**config.mk**
```make
export PLATFORM = sky130hd
export DESIGN_NAME = if_fetch
export DESIGN_NICKNAME = d
export VERILOG_FILES = /design/src/rtl/if_fetch_pkg.sv /design/src/rtl/fetch_buf.sv /design/src/rtl/if_fetch.sv
export SDC_FILE = /design/constraint.sdc
export NUM_CORES = 1
export LEC_CHECK = 0
export BUFFER_PORTS_ARGS = -buffer_cell sky130_fd_sc_hd__buf_2
export CAP_MARGIN = 20
export CORE_MARGIN = 2
export CORE_UTILIZATION = 40
export DETAILED_ROUTE_END_ITERATION = 10
export HOLD_SLACK_MARGIN = 0.03
export PLACE_DENSITY = 0.6
export SLEW_MARGIN = 10
export SYNTH_ARGS = -nofsm -noshare
export SYNTH_HDL_FRONTEND = slang
export SYNTH_HIERARCHICAL = 1
export SYNTH_SLANG_ARGS = --single-unit
```
**constraint.sdc**
```tcl
create_clock -name clock -period 10.2 [get_ports clock]
set_input_delay 0 -clock clock [delete_from_list [all_inputs] [get_ports clock]]
set_output_delay 0 -clock clock [all_outputs]
set_load 0.03 [all_outputs]
```
**src/rtl/if_fetch_pkg.sv**
```systemverilog
// Shared CPU defines for the fetch stage: default address width, reset PC,
// instruction width, output buffer depth and fetch FSM state encodings.
package if_fetch_pkg;

    localparam int unsigned XLEN_DEFAULT      = 64;
    localparam logic [63:0] RESET_PC_DEFAULT  = 64'h0000_0000_8000_0000;
    localparam int unsigned ILEN              = 32;
    localparam int unsigned BUF_DEPTH_DEFAULT = 2;

    typedef enum logic [1:0] {
        ST_IDLE = 2'd0,
        ST_REQ  = 2'd1,
        ST_WAIT = 2'd2
    } fetch_state_e;

endpackage

```
**src/rtl/fetch_buf.sv**
```systemverilog
// Small synchronous FIFO holding fetched {pc, inst} entries for decode.
// Ports:
//   clock, reset_n   : clock, synchronous active-low reset
//   flush            : empties the FIFO; overrides push and pop
//   push, push_data  : write an entry (ignored when full)
//   pop              : remove the head entry (ignored when empty)
//   head             : head entry (registered storage)
//   valid            : FIFO not empty
//   count            : number of stored entries
module fetch_buf #(
    parameter int unsigned WIDTH = 96,
    parameter int unsigned DEPTH = 2
) (
    input  logic                         clock,
    input  logic                         reset_n,
    input  logic                         flush,
    input  logic                         push,
    input  logic [WIDTH-1:0]             push_data,
    input  logic                         pop,
    output logic [WIDTH-1:0]             head,
    output logic                         valid,
    output logic [$clog2(DEPTH+1)-1:0]   count
);

    localparam int unsigned CNT_W = $clog2(DEPTH + 1);
    localparam int unsigned PTR_W = (DEPTH > 1) ? $clog2(DEPTH) : 1;

    logic [WIDTH-1:0] mem [DEPTH];
    logic [PTR_W-1:0] rd_ptr;
    logic [PTR_W-1:0] wr_ptr;
    logic             do_push;
    logic             do_pop;

    function automatic logic [PTR_W-1:0] ptr_inc(input logic [PTR_W-1:0] p);
        return (p == PTR_W'(DEPTH - 1)) ? '0 : p + PTR_W'(1);
    endfunction

    assign do_push = push & (count < CNT_W'(DEPTH)) & ~flush;
    assign do_pop  = pop & (count != '0) & ~flush;
    assign head    = mem[rd_ptr];
    assign valid   = (count != '0);

    // Storage, pointers and occupancy
    always_ff @(posedge clock) begin
        if (!reset_n) begin
            rd_ptr <= '0;
            wr_ptr <= '0;
            count  <= '0;
            for (int i = 0; i < int'(DEPTH); i++) begin
                mem[i] <= '0;
            end
        end else if (flush) begin
            rd_ptr <= '0;
            wr_ptr <= '0;
            count  <= '0;
        end else begin
            if (do_push) begin
                mem[wr_ptr] <= push_data;
                wr_ptr      <= ptr_inc(wr_ptr);
            end
            if (do_pop) begin
                rd_ptr <= ptr_inc(rd_ptr);
            end
            count <= count + CNT_W'(do_push) - CNT_W'(do_pop);
        end
    end

endmodule

```
**src/rtl/if_fetch.sv**
```systemverilog
// Instruction fetch stage: issues one outstanding fetch at a time to the
// instruction memory, buffers returned words for decode, and handles
// redirects by flushing the buffer and discarding stale responses.
// Ports:
//   clock, reset_n                       : clock, synchronous active-low reset
//   imem_req_valid/ready/addr            : fetch request channel (word aligned)
//   imem_rsp_valid/data                  : in-order one-cycle response pulse
//   redirect_valid/pc                    : branch/jump/trap redirect
//   out_valid/ready, out_pc, out_inst    : instruction stream to decode
module if_fetch
    import if_fetch_pkg::*;
#(
    parameter int unsigned     XLEN      = XLEN_DEFAULT,
    parameter logic [XLEN-1:0] RESET_PC  = XLEN'(RESET_PC_DEFAULT),
    parameter int unsigned     BUF_DEPTH = BUF_DEPTH_DEFAULT
) (
    input  logic            clock,
    input  logic            reset_n,
    output logic            imem_req_valid,
    input  logic            imem_req_ready,
    output logic [XLEN-1:0] imem_req_addr,
    input  logic            imem_rsp_valid,
    input  logic [ILEN-1:0] imem_rsp_data,
    input  logic            redirect_valid,
    input  logic [XLEN-1:0] redirect_pc,
    output logic            out_valid,
    input  logic            out_ready,
    output logic [XLEN-1:0] out_pc,
    output logic [ILEN-1:0] out_inst
);

    localparam int unsigned     CNT_W      = $clog2(BUF_DEPTH + 1);
    localparam int unsigned     ENT_W      = XLEN + ILEN;
    localparam logic [XLEN-1:0] ALIGN_MASK = ~XLEN'(3);
    localparam logic [XLEN-1:0] PC_STEP    = XLEN'(4);

    fetch_state_e     state;
    logic [XLEN-1:0]  pc;
    logic [XLEN-1:0]  req_pc;
    logic             drop;

    logic             fire;
    logic             push;
    logic             pop;
    logic             room_next;
    logic [CNT_W-1:0] count;
    logic [CNT_W-1:0] count_next;
    logic [XLEN-1:0]  redirect_tgt;
    logic [ENT_W-1:0] head;

    assign redirect_tgt = redirect_pc & ALIGN_MASK;
    assign fire         = imem_req_valid & imem_req_ready;
    // Responses that belong to a redirected-away stream never reach the buffer
    assign push         = (state == ST_WAIT) & imem_rsp_valid & ~drop & ~redirect_valid;
    assign pop          = out_valid & out_ready;

    // Occupancy after this edge; decides whether the next request may be raised
    always_comb begin
        count_next = count;
        if (redirect_valid) begin
            count_next = '0;
        end else begin
            count_next = count + CNT_W'(push) - CNT_W'(pop & ~redirect_valid);
        end
    end

    assign room_next = (count_next < CNT_W'(BUF_DEPTH));

    // Fetch FSM with registered request outputs
    always_ff @(posedge clock) begin
        if (!reset_n) begin
            state          <= ST_IDLE;
            pc             <= RESET_PC & ALIGN_MASK;
            req_pc         <= '0;
            drop           <= 1'b0;
            imem_req_valid <= 1'b0;
            imem_req_addr  <= '0;
        end else begin
            case (state)
                ST_IDLE: begin
                    state          <= ST_REQ;
                    imem_req_valid <= room_next;
                    imem_req_addr  <= redirect_valid ? redirect_tgt : pc;
                    if (redirect_valid) begin
                        pc <= redirect_tgt;
                    end
                end
                ST_REQ: begin
                    if (fire) begin
                        state          <= ST_WAIT;
                        req_pc         <= imem_req_addr;
                        imem_req_valid <= 1'b0;
                        drop           <= drop | redirect_valid;
                        // A stale request must not advance the redirected pc
                        if (redirect_valid) begin
                            pc <= redirect_tgt;
                        end else if (!drop) begin
                            pc <= pc + PC_STEP;
                        end
                    end else begin
                        if (redirect_valid) begin
                            pc   <= redirect_tgt;
                            drop <= drop | imem_req_valid;
                        end
                        // A raised request is frozen until it fires
                        if (!imem_req_valid) begin
                            imem_req_valid <= room_next;
                            imem_req_addr  <= redirect_valid ? redirect_tgt : pc;
                        end
                    end
                end
                ST_WAIT: begin
                    if (redirect_valid) begin
                        pc <= redirect_tgt;
                    end
                    if (imem_rsp_valid) begin
                        // The outstanding response has arrived, so nothing is left to drop
                        state          <= ST_REQ;
                        drop           <= 1'b0;
                        imem_req_valid <= room_next;
                        imem_req_addr  <= redirect_valid ? redirect_tgt : pc;
                    end else if (redirect_valid) begin
                        drop <= 1'b1;
                    end
                end
                default: begin
                    state          <= ST_IDLE;
                    imem_req_valid <= 1'b0;
                end
            endcase
        end
    end

    fetch_buf #(
        .WIDTH (ENT_W),
        .DEPTH (BUF_DEPTH)
    ) u_buf (
        .clock     (clock),
        .reset_n   (reset_n),
        .flush     (redirect_valid),
        .push      (push),
        .push_data ({req_pc, imem_rsp_data}),
        .pop       (pop),
        .head      (head),
        .valid     (out_valid),
        .count     (count)
    );

    assign out_pc   = head[ENT_W-1:ILEN];
    assign out_inst = head[ILEN-1:0];

endmodule

```
# Word-level counts from Yosys, hierarchy flattened
# Memory sizes are Yosys's and may differ from the RTL's. A register that Yosys moved wholly into a read port is not among the register bits.
# Index checks and enable logic that the tools add are counted.
[classes]
n_reduce_logical = 13
muxes = 34
n_addsub = 7
div = 0
shift = 0
n_bitwise = 16
eq_ne = 9
mul = 0
n_lt_le_gt_ge = 2
[op_table]
columns = ["op", "n"]
rows = [
  ["64-bit 2-to-1 mux", 7],
  ["64-bit one-hot mux with 3 select lines", 1],
  ["64-bit one-hot mux with 2 select lines", 1],
  ["96-bit 2-to-1 mux", 1],
  ["96-bit OR reduction", 1],
  ["64-bit by 3-bit adder with 64-bit output, second input constant", 1],
  ["1-bit 2-to-1 mux", 18],
  ["1-bit AND", 9],
  ["2-bit inequality test, second input constant", 4],
  ["2-bit 2-to-1 mux", 3],
  ["3-bit inequality test, second input constant", 2],
  ["2-bit one-hot mux with 3 select lines", 1],
  ["2-bit AND reduction", 3],
  ["2-bit nonzero test", 3],
  ["2-bit by 1-bit adder with 2-bit output", 2],
  ["2-bit less-than comparator, second input constant", 2],
  ["4-bit inequality test, second input constant", 1],
  ["4-bit AND reduction", 1],
  ["2-bit OR reduction", 2],
  ["1-bit NOT", 3],
  ["1-bit one-hot mux with 3 select lines", 1],
  ["3-bit AND reduction", 1],
  ["3-bit nonzero test", 1],
  ["1-bit adder, second input constant", 2],
  ["other kinds (9)", 10],
]
[word_totals]
elab_cells = 91
latch_bits = 0
output_inout_bits = 162
romBits = 0
memories = 1
mem_bits_rw = 192
ff_bits = 200
[memory_table]
columns = ["name", "depth", "word_bits", "read_ports", "rd_ports_with_merged_regs", "wr", "line_no", "rtl"]
rows = [
  ["u_buf.mem", 2, 96, 1, 1, 2, "fetch_buf.sv:28", "logic [WIDTH-1:0] mem [DEPTH];"],
]

# Longest topological paths before layout
[depth]
word_depth = 12
ltp_mapped = 12

# Modules after synthesis
# The synthesis kept the hierarchy.
[by_module_without_submodules]
columns = ["module", "area_per_inst_um2", "seq_area_each_um2", "cells_each", "instances"]
rows = [
  ["if_fetch", 9531.6, 3923.8, 1233, 1],
  ["fetch_buf", 8708.4, 5865.6, 564, 1],
]

# Least setup slack after synthesis
# Ideal clock, no wire load.
[synth_timing]
path_kind = "flip-flop to flip-flop"
start = "register state[0]"
end = "memory u_buf.mem[0][0], enable pin"
path_buffers = 1
setup_time_ps = 459
path_slack_ps = 6588
path_stages_with_launch = 8
period_less_slack_ps = 3612
arrival_ps = 3153
t_required_ps = 9741
path_cell_list = "dfxtp_1 > clkbuf_1 > inv_1 > nand3_1 > nor3_1 > nor2b_4 > nand2_1 > nand2_1"
[synth_lines]
columns = ["item", "line_no", "rtl"]
rows = [
  ["start, declared", "if_fetch.sv:37", "fetch_state_e state;"],
  ["start signal, assigned", "if_fetch.sv:72", "state <= ST_IDLE;"],
  ["start signal, assigned", "if_fetch.sv:81", "state <= ST_REQ;"],
  ["start signal, assigned", "if_fetch.sv:90", "state <= ST_WAIT;"],
  ["end, declared", "fetch_buf.sv:28", ""],
]

==> results.cfg <==
[status]
status = complete, no violations

[yosys]
yosys-top-cells-area = edfxtp_1 32%, dfxtp_1 22%, and3_1 7.2%
ys_ff_latch = 393
yosys.area.top_type_share = 0.316
synth_ff_type = dfxtp_1
syn-mean-instance-area_um2 = 10.2
netlist_instances = 1797
ys_warn_count = 6
ys_types = 76
asyncSetResetFlopFracSynth = 0
seq_area_frac_synth = 0.537
synth_enable_flop_cells = 192
yosys.area.top_type = edfxtp_1
netlist_area_um2 = 18200
syn-num-nets = 1903

[timing]
fin_skew_ns = 0.0224
rsz0062_at_grt = no
fin_ws_ns = 7.02
slew_headroom = 0.308
hold_violations = 0
worst_slew_pin_slew_ns = 1.03
slew_violations = 0
fin_crit_sh = 0.312
setup_viol = 0
period_needed_ns = 3.18
fmax_ghz = 0.314
setup-tns-final_ns = 0

[setup_path]
crit_arrival_ns = 3.59
path_cells = inv_1 -> nand3_1 -> nor3_1 -> nor2b_4 -> and2_4 -> buf_4 -> and3_1
critPathKind = reg -> reg
critPathSlowestCell = buf_4
cp.required_ns = 10.61
max_stage_delay_ns = 0.84
endpoint_kind = flip-flop
startpoint_type = flip-flop
rr_startpoint = state[0]
reg2reg_depth = 7
critPathMaxFanout = 122
r2r_slack_ns = 7.02
crit_path_start = state[0]

[floorplan]
start_util = 0.404
fp.dieArea_um2 = 47300
die_y_um = 218
die_x_um = 218
core.rowCount = 78
ioPinCount = 264
coreArea_um2 = 45200

[detailed_routing]
viasPerCell = 5.59
drt_pass1_iterations = 6
drtAntennaViolNets = 0
drc_errors = 0
wl_um = 56100
drt_iter0_markers = 1538
route.vias.total = 15100
wl_per_cell_um = 20.8

[clock_tree]
cts.htree.levels = 2
cts_buffer_depth = 3
cts_inserted_buffers = 44
clk_pin_slew_ns = 0.06
clockRootBuffer = clkbuf_16
cts_tree = built
cts_sinks = 393
clk_latency_ns = 0.57

[global_route]
grt-busiest-layer = met2
grt_usage = 0.232
antenna_found_initial = 0
grt_max_degree = 123
grt_pass1_wl_um = 84800
grt_use_met3 = 0.0420
gr-total-overflow = 0
grt_pass1_vias = 14200
use_met1 = 0.333
met2_usage = 0.345

[finish]
final_common_cell = buf_2
final_layout_size_suffix_gt1_frac = 0.224
final_cell_mix = 261 x buf_2, 223 x nand2_1, 211 x and3_1
fin_nets = 2174
syn_to_final_growth_pct = 21.5
diodes = 0
layoutNonFillerInstCount = 2700
post-route-util = 0.490
fillCellCount = 4256

[power]
swShare = 0.257
p_clk_frac = 0.418
switchingPower_uw = 968
p_leak_uw = 0.00928
ir_drop_mv = 0.100
power_frac_seq = 0.476
cellPowerDensity_nw_per_um2 = 170
cellInternalPower_uw = 2800
combPwrFrac = 0.106

[hold_path]
hold_class = in -> reg
hold_depth = 4
hp-start = reset_n

[flow_run]
maxCapViolCount = 0

[placed_design]
io_buffers = 261
pre_cts_slack_ns = 7.13
gp_congestion = 0.927
dp_cells = 2522
hpwlAfterDp_um = 35900
path summary, 6_finish.rpt:
kind                 endpoint
max          u_buf/mem[1][80]
min                      drop
max reg2reg  u_buf/mem[1][80]
min reg2reg        req_pc[56]
Yosys cell counts, types with 5 or more instances:
cell and count:
nand4_1 27, or3_1 8, and4_1 6, a221oi_1 6
o21ai_0 39, edfxtp_1 192, dfxtp_1 201, nand2_1 226
o21ai_1 5, nor2b_1 12, nand3_1 54, and3_1 211
inv_1 15, a211oi_1 51, buf_1 9, mux2_2 97
buf_2 21, nor4_1 15, mux2i_1 52, and2_1 7
o22ai_1 11, a22o_1 5, nor2_1 135, a31oi_1 18
a22oi_1 17, a21oi_1 107, nor3_1 33, a311oi_1 19
clkbuf_1 97, buf_6 19, buf_4 5
per-stage QoR:
step | total power, uW | cell area [um2] | hold WS [ns]
after global routing | 3900 | 22200 | 0.0877
after CTS | 3800 | 22200 | 0.0408
after detailed placement | 2190 | 19700 | 0.268
final | 3770 | 22200 | 0.0755
after floorplan | 2050 | 18200 | 0.146
after global placement | 2190 | 19700 | 0.264
kinds of logic (layout without fill, tap and decap cells):
group / Yosys count / count (layout) / synth area share
XOR/XNOR: 7 / 7 / 0.00336
multiplexers: 150 / 150 / 0.0890
flip-flops: 393 / 393 / 0.537
AND/OR/NAND/NOR: 761 / 761 / 0.212
adder cells (fa/ha/maj): 4 / 4 / 0.00274
AO/OA/AOI/OAI: 313 / 313 / 0.111
buffers and inverters: 169 / 472 / 0.0458
layer usage:
| layer | part of all wire | vias to the layer above |
|---|---|---|
| met1 | 0.45 | 7183 |
| li1 | - | 7173 |
| met3 | 0.073 | 120 |
| met2 | 0.44 | 612 |
| met4 | 0.041 | 0 |
| met5 | 0 | - |
power groups by stage:
stage	Clock, uW	Combinational (uW)	Sequential, uW
3_5_place_dp	0	367	1820
5_1_grt	1670	428	1800
4_1_cts	1610	398	1790
6_report	1580	398	1790
2_1_floorplan	0	200	1850
3_3_place_gp	0	365	1820
flip-flops by register name (all words and copies together), names as in the netlist, named ones only:
| register | cells |
|---|---|
| u_buf/count | 2 |
| state | 2 |
| imem_req_addr | 64 |
| req_pc | 64 |
| u_buf/rd_ptr | 1 |
| imem_req_valid | 1 |
| pc | 64 |
| drop | 1 |
| u_buf/mem | 192 |
| u_buf/wr_ptr | 1 |
final cells by class:
type	instances	area, um2	area share
clock buffers	62	1270	0.0573
clock inverters	16	159	0.00717
inverters	16	62.6	0.00282
multi-input cells	1235	7690	0.347
flip-flops and latches	393	9790	0.442
well taps	600	751	0.0339
repair buffers	378	2430	0.110
worst max-delay path, delay by kind of cell, from the launching register on:
family / cells / cell delay [ns]
simple gates: 5 / 1.38
buf+inv: 2 / 1.05
flops: 1 / 0.50
repair_timing:
item                                   in CTS  in global routing
endpoints found under the hold margin     194                  0
resized for setup                           0                  0
hold buffers                               99                  0
buffers inserted                            0                  0
No activity file was read; power rests on OpenSTA's default activity.
